===== src/rtl/axi_ar_split_buffer.sv =====
// AXI4 AR-channel buffer: in-order FIFO whose head INCR bursts are re-issued as sub-bursts of <= MAX_SPLIT_LEN beats.
// Optional define AXI_AR_SPLIT_BUFFER_LEVEL_EN adds level_o (registered FIFO occupancy).
module axi_ar_split_buffer #(
   parameter int ID_WIDTH      = 4,
   parameter int ADDR_WIDTH    = 32,
   parameter int USER_WIDTH    = 6,
   parameter int BUFFER_DEPTH  = 4,
   parameter int MAX_SPLIT_LEN = 16
) (
   input  logic                  clk_i,
   input  logic                  rst_ni,
   input  logic                  slave_valid_i,
   output logic                  slave_ready_o,
   input  logic [ADDR_WIDTH-1:0] slave_addr_i,
   input  logic [7:0]            slave_len_i,
   input  logic [2:0]            slave_size_i,
   input  logic [1:0]            slave_burst_i,
   input  logic [2:0]            slave_prot_i,
   input  logic [3:0]            slave_region_i,
   input  logic                  slave_lock_i,
   input  logic [3:0]            slave_cache_i,
   input  logic [3:0]            slave_qos_i,
   input  logic [ID_WIDTH-1:0]   slave_id_i,
   input  logic [USER_WIDTH-1:0] slave_user_i,
   output logic                  master_valid_o,
   input  logic                  master_ready_i,
   output logic [ADDR_WIDTH-1:0] master_addr_o,
   output logic [7:0]            master_len_o,
   output logic [2:0]            master_size_o,
   output logic [1:0]            master_burst_o,
   output logic [2:0]            master_prot_o,
   output logic [3:0]            master_region_o,
   output logic                  master_lock_o,
   output logic [3:0]            master_cache_o,
   output logic [3:0]            master_qos_o,
   output logic [ID_WIDTH-1:0]   master_id_o,
   output logic [USER_WIDTH-1:0] master_user_o,
   output logic                  master_last_o
`ifdef AXI_AR_SPLIT_BUFFER_LEVEL_EN
   ,
   output logic [$clog2(BUFFER_DEPTH+1)-1:0] level_o
`endif
);

   localparam int CNT_W = $clog2(BUFFER_DEPTH + 1);
   localparam int PTR_W = (BUFFER_DEPTH > 1) ? $clog2(BUFFER_DEPTH) : 1;
   localparam logic [CNT_W-1:0] DEPTH_C   = CNT_W'(BUFFER_DEPTH);
   localparam logic [PTR_W-1:0] LAST_PTR  = PTR_W'(BUFFER_DEPTH - 1);
   localparam logic [8:0]       MAX_BEATS = 9'(MAX_SPLIT_LEN);
   localparam logic [7:0]       MAX_LEN   = 8'(MAX_SPLIT_LEN - 1);
   localparam logic [1:0]       BURST_INCR = 2'b01;

   typedef struct packed {
      logic [ADDR_WIDTH-1:0] addr;
      logic [7:0]            len;
      logic [2:0]            size;
      logic [1:0]            burst;
      logic [2:0]            prot;
      logic [3:0]            region;
      logic                  lock;
      logic [3:0]            cache;
      logic [3:0]            qos;
      logic [ID_WIDTH-1:0]   id;
      logic [USER_WIDTH-1:0] user;
   } ar_t;

   typedef enum logic {IDLE, SPLIT} state_t;

   ar_t                   mem_q [BUFFER_DEPTH];
   ar_t                   slave_ar;
   ar_t                   head;
   logic [CNT_W-1:0]      count_q;
   logic [PTR_W-1:0]      rd_ptr_q, wr_ptr_q;
   state_t                state_q, state_d;
   logic [8:0]            rem_q, rem_d;
   logic [ADDR_WIDTH-1:0] addr_q, addr_d;
   logic                  fifo_valid, push, pop, handshake;
   logic [8:0]            head_beats;
   logic                  head_split;
   logic [ADDR_WIDTH-1:0] step, head_aligned;

   assign slave_ar = '{addr: slave_addr_i, len: slave_len_i, size: slave_size_i,
                       burst: slave_burst_i, prot: slave_prot_i, region: slave_region_i,
                       lock: slave_lock_i, cache: slave_cache_i, qos: slave_qos_i,
                       id: slave_id_i, user: slave_user_i};

   // Gated by rst_ni so no request is "accepted" while reset is discarding it.
   assign slave_ready_o = rst_ni & (count_q < DEPTH_C);
   assign push          = slave_valid_i & slave_ready_o;
   assign fifo_valid    = (count_q != '0);
   assign head          = mem_q[rd_ptr_q];

   assign head_beats   = {1'b0, head.len} + 9'd1;
   assign head_split   = (head.burst == BURST_INCR) && !head.lock && (head_beats > MAX_BEATS);
   assign step         = ADDR_WIDTH'(MAX_SPLIT_LEN) << head.size;
   assign head_aligned = head.addr & ({ADDR_WIDTH{1'b1}} << head.size);

   // NOTE: payload storage has no reset; count_q alone says which entries are meaningful.
   always_ff @(posedge clk_i) begin
      if (push) mem_q[wr_ptr_q] <= slave_ar;
   end

   // NOTE: non-blocking assignments here so every register samples pre-edge values.
   always_ff @(posedge clk_i) begin
      if (!rst_ni) begin
         count_q  <= '0;
         rd_ptr_q <= '0;
         wr_ptr_q <= '0;
         state_q  <= IDLE;
         rem_q    <= '0;
         addr_q   <= '0;
      end else begin
         state_q <= state_d;
         rem_q   <= rem_d;
         addr_q  <= addr_d;
         if (push) wr_ptr_q <= (wr_ptr_q == LAST_PTR) ? '0 : wr_ptr_q + PTR_W'(1);
         if (pop)  rd_ptr_q <= (rd_ptr_q == LAST_PTR) ? '0 : rd_ptr_q + PTR_W'(1);
         case ({push, pop})
            2'b10:   count_q <= count_q + CNT_W'(1);
            2'b01:   count_q <= count_q - CNT_W'(1);
            default: count_q <= count_q;
         endcase
      end
   end

   // NOTE: every output of this block gets a default first, so no path can infer a latch.
   always_comb begin
      state_d         = state_q;
      rem_d           = rem_q;
      addr_d          = addr_q;
      pop             = 1'b0;
      master_valid_o  = fifo_valid;
      master_addr_o   = head.addr;
      master_len_o    = head.len;
      master_size_o   = head.size;
      master_burst_o  = head.burst;
      master_prot_o   = head.prot;
      master_region_o = head.region;
      master_lock_o   = head.lock;
      master_cache_o  = head.cache;
      master_qos_o    = head.qos;
      master_id_o     = head.id;
      master_user_o   = head.user;
      master_last_o   = 1'b0;
      handshake       = fifo_valid & master_ready_i;

      case (state_q)
         IDLE: begin
            if (head_split) begin
               master_len_o = MAX_LEN;
               if (handshake) begin
                  rem_d   = head_beats - MAX_BEATS;
                  addr_d  = head_aligned + step;
                  state_d = SPLIT;
               end
            end else begin
               master_last_o = fifo_valid;
               pop           = handshake;
            end
         end
         SPLIT: begin
            master_addr_o = addr_q;
            master_len_o  = (rem_q > MAX_BEATS) ? MAX_LEN : 8'(rem_q - 9'd1);
            master_last_o = (rem_q <= MAX_BEATS);
            if (handshake) begin
               if (master_last_o) begin
                  pop     = 1'b1;
                  state_d = IDLE;
               end else begin
                  rem_d  = rem_q - MAX_BEATS;
                  addr_d = addr_q + step;
               end
            end
         end
      endcase
   end

`ifdef AXI_AR_SPLIT_BUFFER_LEVEL_EN
   assign level_o = count_q;
`endif

endmodule


===== config.mk =====
export PLATFORM = sky130hd
export DESIGN_NAME = axi_ar_split_buffer
export DESIGN_NICKNAME = d
export VERILOG_FILES = /design/src/rtl/axi_ar_split_buffer.sv
export SDC_FILE = /design/constraint.sdc
export NUM_CORES = 1
export LEC_CHECK = 0
export CORE_MARGIN = 2
export CORE_UTILIZATION = 45
export DETAILED_ROUTE_END_ITERATION = 8
export GPL_TIMING_DRIVEN = 0
export PLACE_DENSITY_LB_ADDON = 0.15
export RECOVER_POWER = 100
export SYNTH_ARGS = -nofsm -noshare
export SYNTH_HDL_FRONTEND = slang
export SYNTH_SLANG_ARGS = --single-unit

===== constraint.sdc =====
create_clock -name clk_i -period 4.5 [get_ports clk_i]
set_input_delay 0.9 -clock clk_i [delete_from_list [all_inputs] [get_ports clk_i]]
set_output_delay 0.9 -clock clk_i [all_outputs]
set_load 0.01 [all_outputs]

; Yosys cells after proc, flatten, opt, wreduce, memory -nomap -nowiden
; Memories as Yosys holds them, arrays and structs flattened. A register that Yosys moved wholly into a read port is not among the register bits.
; Index checks and enable logic that the tools add are counted.
[word_totals]
ff_bits = 49
mem_bits_rw = 284
in_bits = 75
out_inout_bits = 74
word_cells = 75
memories = 1
[op_classes]
add_sub_neg = 10
n_lt_le_gt_ge = 4
eq_ne = 9
shifts = 2
muxes = 32
n_bitwise = 5
n_reduce_logical = 6
[mem_list]
columns = name, depth, width, read_ports, rd_clocked_by_memory_dff, write_ports, line
row1 = mem_q, 4, 71, 1, 1, 1, 69  ; ar_t mem_q [BUFFER_DEPTH];
[ops]
columns = op, n
row1 = two-way mux 32 bit, 5
row2 = adder 32 bit, 2
row3 = one-hot mux 32 bit (2 select lines), 1
row4 = two-way mux 9 bit, 4
row5 = bitwise AND 32 bit, 1
row6 = left shift 32 x 3 -> 32 bit (first input constant), 1
row7 = left shift 5 x 3 -> 32 bit (first input constant), 1
row8 = > comparator 9 x 5 -> 1 bit (second input constant), 2
row9 = one-hot mux 9 bit (2 select lines), 1
row10 = subtractor 9 x 5 -> 9 bit (second input constant), 2
row11 = two-way mux 8 bit, 2
row12 = one-hot mux 8 bit (2 select lines), 1
row13 = two-way mux 1 bit, 10
row14 = adder 8 x 1 -> 9 bit (second input constant), 1
row15 = <= comparator 9 x 5 -> 1 bit (second input constant), 1
row16 = two-way mux 2 bit, 4
row17 = subtractor 8 x 1 -> 8 bit (second input constant), 1
row18 = == test 2 bit (second input constant), 3
row19 = inequality test 2 bit (second input constant), 3
row20 = one-hot mux 1 bit (2 select lines), 3
row21 = one-hot mux 3 bit (2 select lines), 1
row22 = adder 2 x 1 -> 2 bit (second input constant), 2
row23 = == test 2 x 1 -> 1 bit (second input constant), 2
row24 = AND reduction 4 bit, 1
row25 = other kinds (10), 13

; Logic depth before layout (Yosys ltp)
[depth]
word_depth = 7
depth_mapped = 18
mapped_depth_nobuf = 17

; Worst setup path before layout
; OpenSTA, ideal clock, no wires.
[synth_path]
kind = reg2reg
from = reg with a tool-made name
to = reg addr_q[26]
setup_time_ns = 0.122
arrival_ns = 4.246
required_ns = 4.378
setup_slack_ns = 0.132
stages_incl_launch_ff = 19
path_buffers = 5
synth_period_minus_slack_ns = 4.368
cell_sequence = dfxtp_1 -> buf_6 -> buf_12 -> buf_6 -> buf_2 -> mux4_2 -> clkbuf_1 -> o21a_1 -> o21ai_0 -> ha_1 -> inv_1 -> fa_1 -> nor2b_1 -> o31a_1 -> o31ai_1 -> or4b_1 -> nor4_1 -> xnor2_1 -> o22ai_1
[synth_lines]
columns = element, line
row1 = "end signal, assigned", 115  ; addr_q <= addr_d;
row2 = "end, declared", 76  ; logic [ADDR_WIDTH-1:0] addr_q, addr_d;

==> flow_summary.yaml <==
synth:
  synth_top_area_frac: 0.5980
  synth_top_area_cell: "edfxtp_1"
  yosys.area_share.simple: 0.07335
  synth_ff_type: "edfxtp_1"
  async_flop_share: 0
  syn_area_per_cell_um2: 15.76
  yosys-top-cells-count: "edfxtp_1, nand2_1, mux4_2"
  synth.yosys.seq_area_share: 0.6696
  synth_area_leaders: "edfxtp_1, mux4_2, dfxtp_1"
  synth_cell_types: 75
  synth_area_mm2: 0.01426
  synth_cells: 905
  synth_compound_area_frac: 0.05597
  syn_nets: 1003
  yosysWarningCount: 0
  muxShareOfSynthArea: 0.1296
  synthAdderAreaFrac: 0.02123
  synth_xor_area_frac: 0.02334
  synth_edf_count: 284
  ys_seq_elements: 335
  synth.most_common_cell: "edfxtp_1"
  synth_top_family_by_area: "multiplexers"
setup_path:
  cp_max_fo: 8
  required_ns: 3.60
  arrival_ns: 3.65
  critPathKind: "flip-flop to output port"
  cp-end-kind: "output port"
  r2r_cells: 20
  startpoint_type: "flip-flop"
outcome:
  status: "finished, violations left"
  violations: "max-capacitance violations, max-slew violations, negative setup slack"
timing:
  finalCritPeriodShare: 1.010
  max_freq_mhz: 219.9
  finClkSkew_ns: 0.02416
  worst-slew-pin-transition_ns: 1.977
  setup_viol: 6
  slew_violations: 137
  setup_ws_ns: -0.04674
  period_minus_slack_ns: 4.547
  hold_viol_final: 0
  rsz0062_at_grt: "yes"
  max_slew_margin: -0.3182
floorplan:
  die_y_um: 182.0
  rows: 65
  core_mm2: 0.03139
  die_area_mm2: 0.03313
  io_pins: 149
  die_w_um: 182.0
  initial_core_util: 0.4543
placed_design:
  place.gp.congestion: 0.8265
  portBuffers: 147
  hpwl_mm: 20.68
  place_ws_ns: -1.339
power:
  p_sw_frac: 0.2792
  intPower_uw: 6897
  comb_power_share: 0.297
  p_switching_uw: 2672
  seq_power_share: 0.380
  p_leak_uw: 0.006288
  power_frac_clock: 0.323
  vdd_drop_max_mv: 0.3699
  power_uw: 9568
  p_per_area_mw_per_mm2: 525.8
drt:
  drc_errors: 0
  routed_wl_mm: 31.75
  dr.first_iter.drc_count: 406
  detail_route.first_pass.iterations: 4
  vias: 8488
  ant_nets: 0
  vias_per_cell: 5.389
  wl_per_cell_um: 20.16
worst_hold_path:
  hp-class: "flip-flop to flip-flop"
  hold_path_depth: 2
cells_and_area:
  nFillCells: 2495
  drive_gt1_frac: 0.2222
  nets: 1240
  area_growth_pct: 27.61
global_routing:
  grt_pass1_vias: 8628
  gr-total-overflow: 0
  antenna_found_initial: 3
  grt_max_degree: 41
  grt_pass1_wl_mm: 48.45
  grt_usage: 0.1910
clocking:
  cts_tree: "done"
  clock_latency_ns: 0.52
  clock-root-buffer: "clkbuf_16"
  cts_buffer_depth: 3
  cts_buffers: 37
  clkSlewWorstSetupHoldPaths_ns: 0.06
  cts_num_sinks: 335
  ctsHoldBuffers: 0
  cts_htree_levels: 2
run:
  max-cap-violations: 4
-- critical path: stages, from the launching register on --
cell and delay [ns]:
dfxtp_2 0.33, buf_8 0.14, buf_12 0.11, mux4_2 0.57
buf_6 0.17, inv_8 0.06, xnor2_4 0.08, inv_1 0.06
ha_2 0.18, and3_4 0.18, nand3b_1 0.11, mux2i_4 0.23
nor2_4 0.06, a21oi_4 0.19, nor2_4 0.05, buf_4 0.14
o32a_1 0.29, buf_2 0.15
-- metal layers --
metal | up-vias | track usage | wire length, um | share of wire
li1 | 3989 | - | - | -
met1 | 4263 | 0.2554 | 13670 | 0.43
met2 | 191 | 0.3183 | 15640 | 0.49
met3 | 43 | 0.04452 | 1928 | 0.061
met4 | 2 | 0.04742 | 497 | 0.016
met5 | - | 0 | 13 | 0.00041
-- per-stage QoR --
step	TNS, ns	util	cells	hold WS [ns]	area, um2
floorplan	0	-	905	0.4312	14260
global placement	-414.51	0.5172	1454	0.4418	16240
detailed placement	-35.40	0.5213	1458	0.4479	16370
CTS	-0.2438	0.5715	1539	0.4558	17940
global route	-11.59	0.5795	1572	0.4703	18190
finish	-0.1685	0.5797	1575	0.4515	18200
-- layout by cell type (no fill, tap or decap), types with 5 or more instances in the layout --
cell,synthesis,final
nor2_1,45,41
xnor2_1,33,31
bufinv_16,0,6
clkdlybuf4s50_1,0,63
edfxtp_1,284,284
nand4_1,5,5
xor2_1,5,5
ha_1,21,18
a21oi_1,29,28
and3_1,7,6
clkinv_2,0,6
inv_1,36,35
dlygate4sd3_1,0,75
dfxtp_1,51,50
nand3_1,14,11
mux4_1,11,7
clkbuf_1,18,19
clkbuf_16,0,37
mux2_2,6,6
buf_2,12,14
o21a_1,5,5
o21ai_0,13,11
mux2i_1,14,13
o22ai_1,11,11
nand2_1,113,112
buf_6,5,8
a211oi_1,6,6
buf_4,4,58
nor3_1,13,11
mux4_2,60,64
-- worst paths after layout --
| check | slack, ns | start | to |
|---|---|---|---|
| hold / removal | 0.45 | addr_q[11]$_SDFFE_PN0P_ | addr_q[11]$_SDFFE_PN0P_ |
| setup reg to reg | 0.20 | flip-flop | count_q[2]$_SDFFE_PN0P_ |
| hold reg to reg | 0.45 | addr_q[11]$_SDFFE_PN0P_ | addr_q[11]$_SDFFE_PN0P_ |
| setup / recovery | -0.05 | flip-flop | master_len_o[3] |
-- state kept, by name, summed over array words and instances (netlist names), named ones only --
register,count
state_q,1
mem_q,284
rem_q,9
rd_ptr_q,2
count_q,3
addr_q,28
wr_ptr_q,2
-- power by group through the flow --
stage	logic, uW	registers (uW)	clock network (uW)
2_1_floorplan	1560	3690	0
3_5_place_dp	2550	3700	0
5_1_grt	3080	3650	3290
6_report	2840	3640	3090
3_3_place_gp	2520	3710	0
4_1_cts	2730	3630	3170
-- kinds of logic (layout without fill, tap and decap cells) --
logic type	Yosys count	count (layout)
multiplexers	91	91
XOR/XNOR	38	38
AND/OR/NAND/NOR	228	228
flip-flops	335	335
adder cells (fa/ha/maj)	23	23
AO/OA/AOI/OAI	110	110
buffers and inverters	80	345
other	0	3
-- timing repair --
action | 4_1_cts | 5_1_grt
cloned | 0 | 0
resized for setup | 90 | 21
pin swaps | 10 | 12
setup buffers | 21 | 33
setup endpoints to repair | 73 | 26
-- cell type report --
class                      instances  area (um2)  area share
multi-input combinational        490        4561      0.2506
buffer                            36       266.5     0.01464
timing repair buffer             205        1902      0.1045
clock buffer                      47       983.4     0.05404
sequential                       335        9550      0.5248
tap                              402       503.0     0.02764
inverter                          37       146.4    0.008044
clock inverter                    20       279.0     0.01533
antenna                            3       7.507   0.0004125
(Power assumes the default switching activity.)
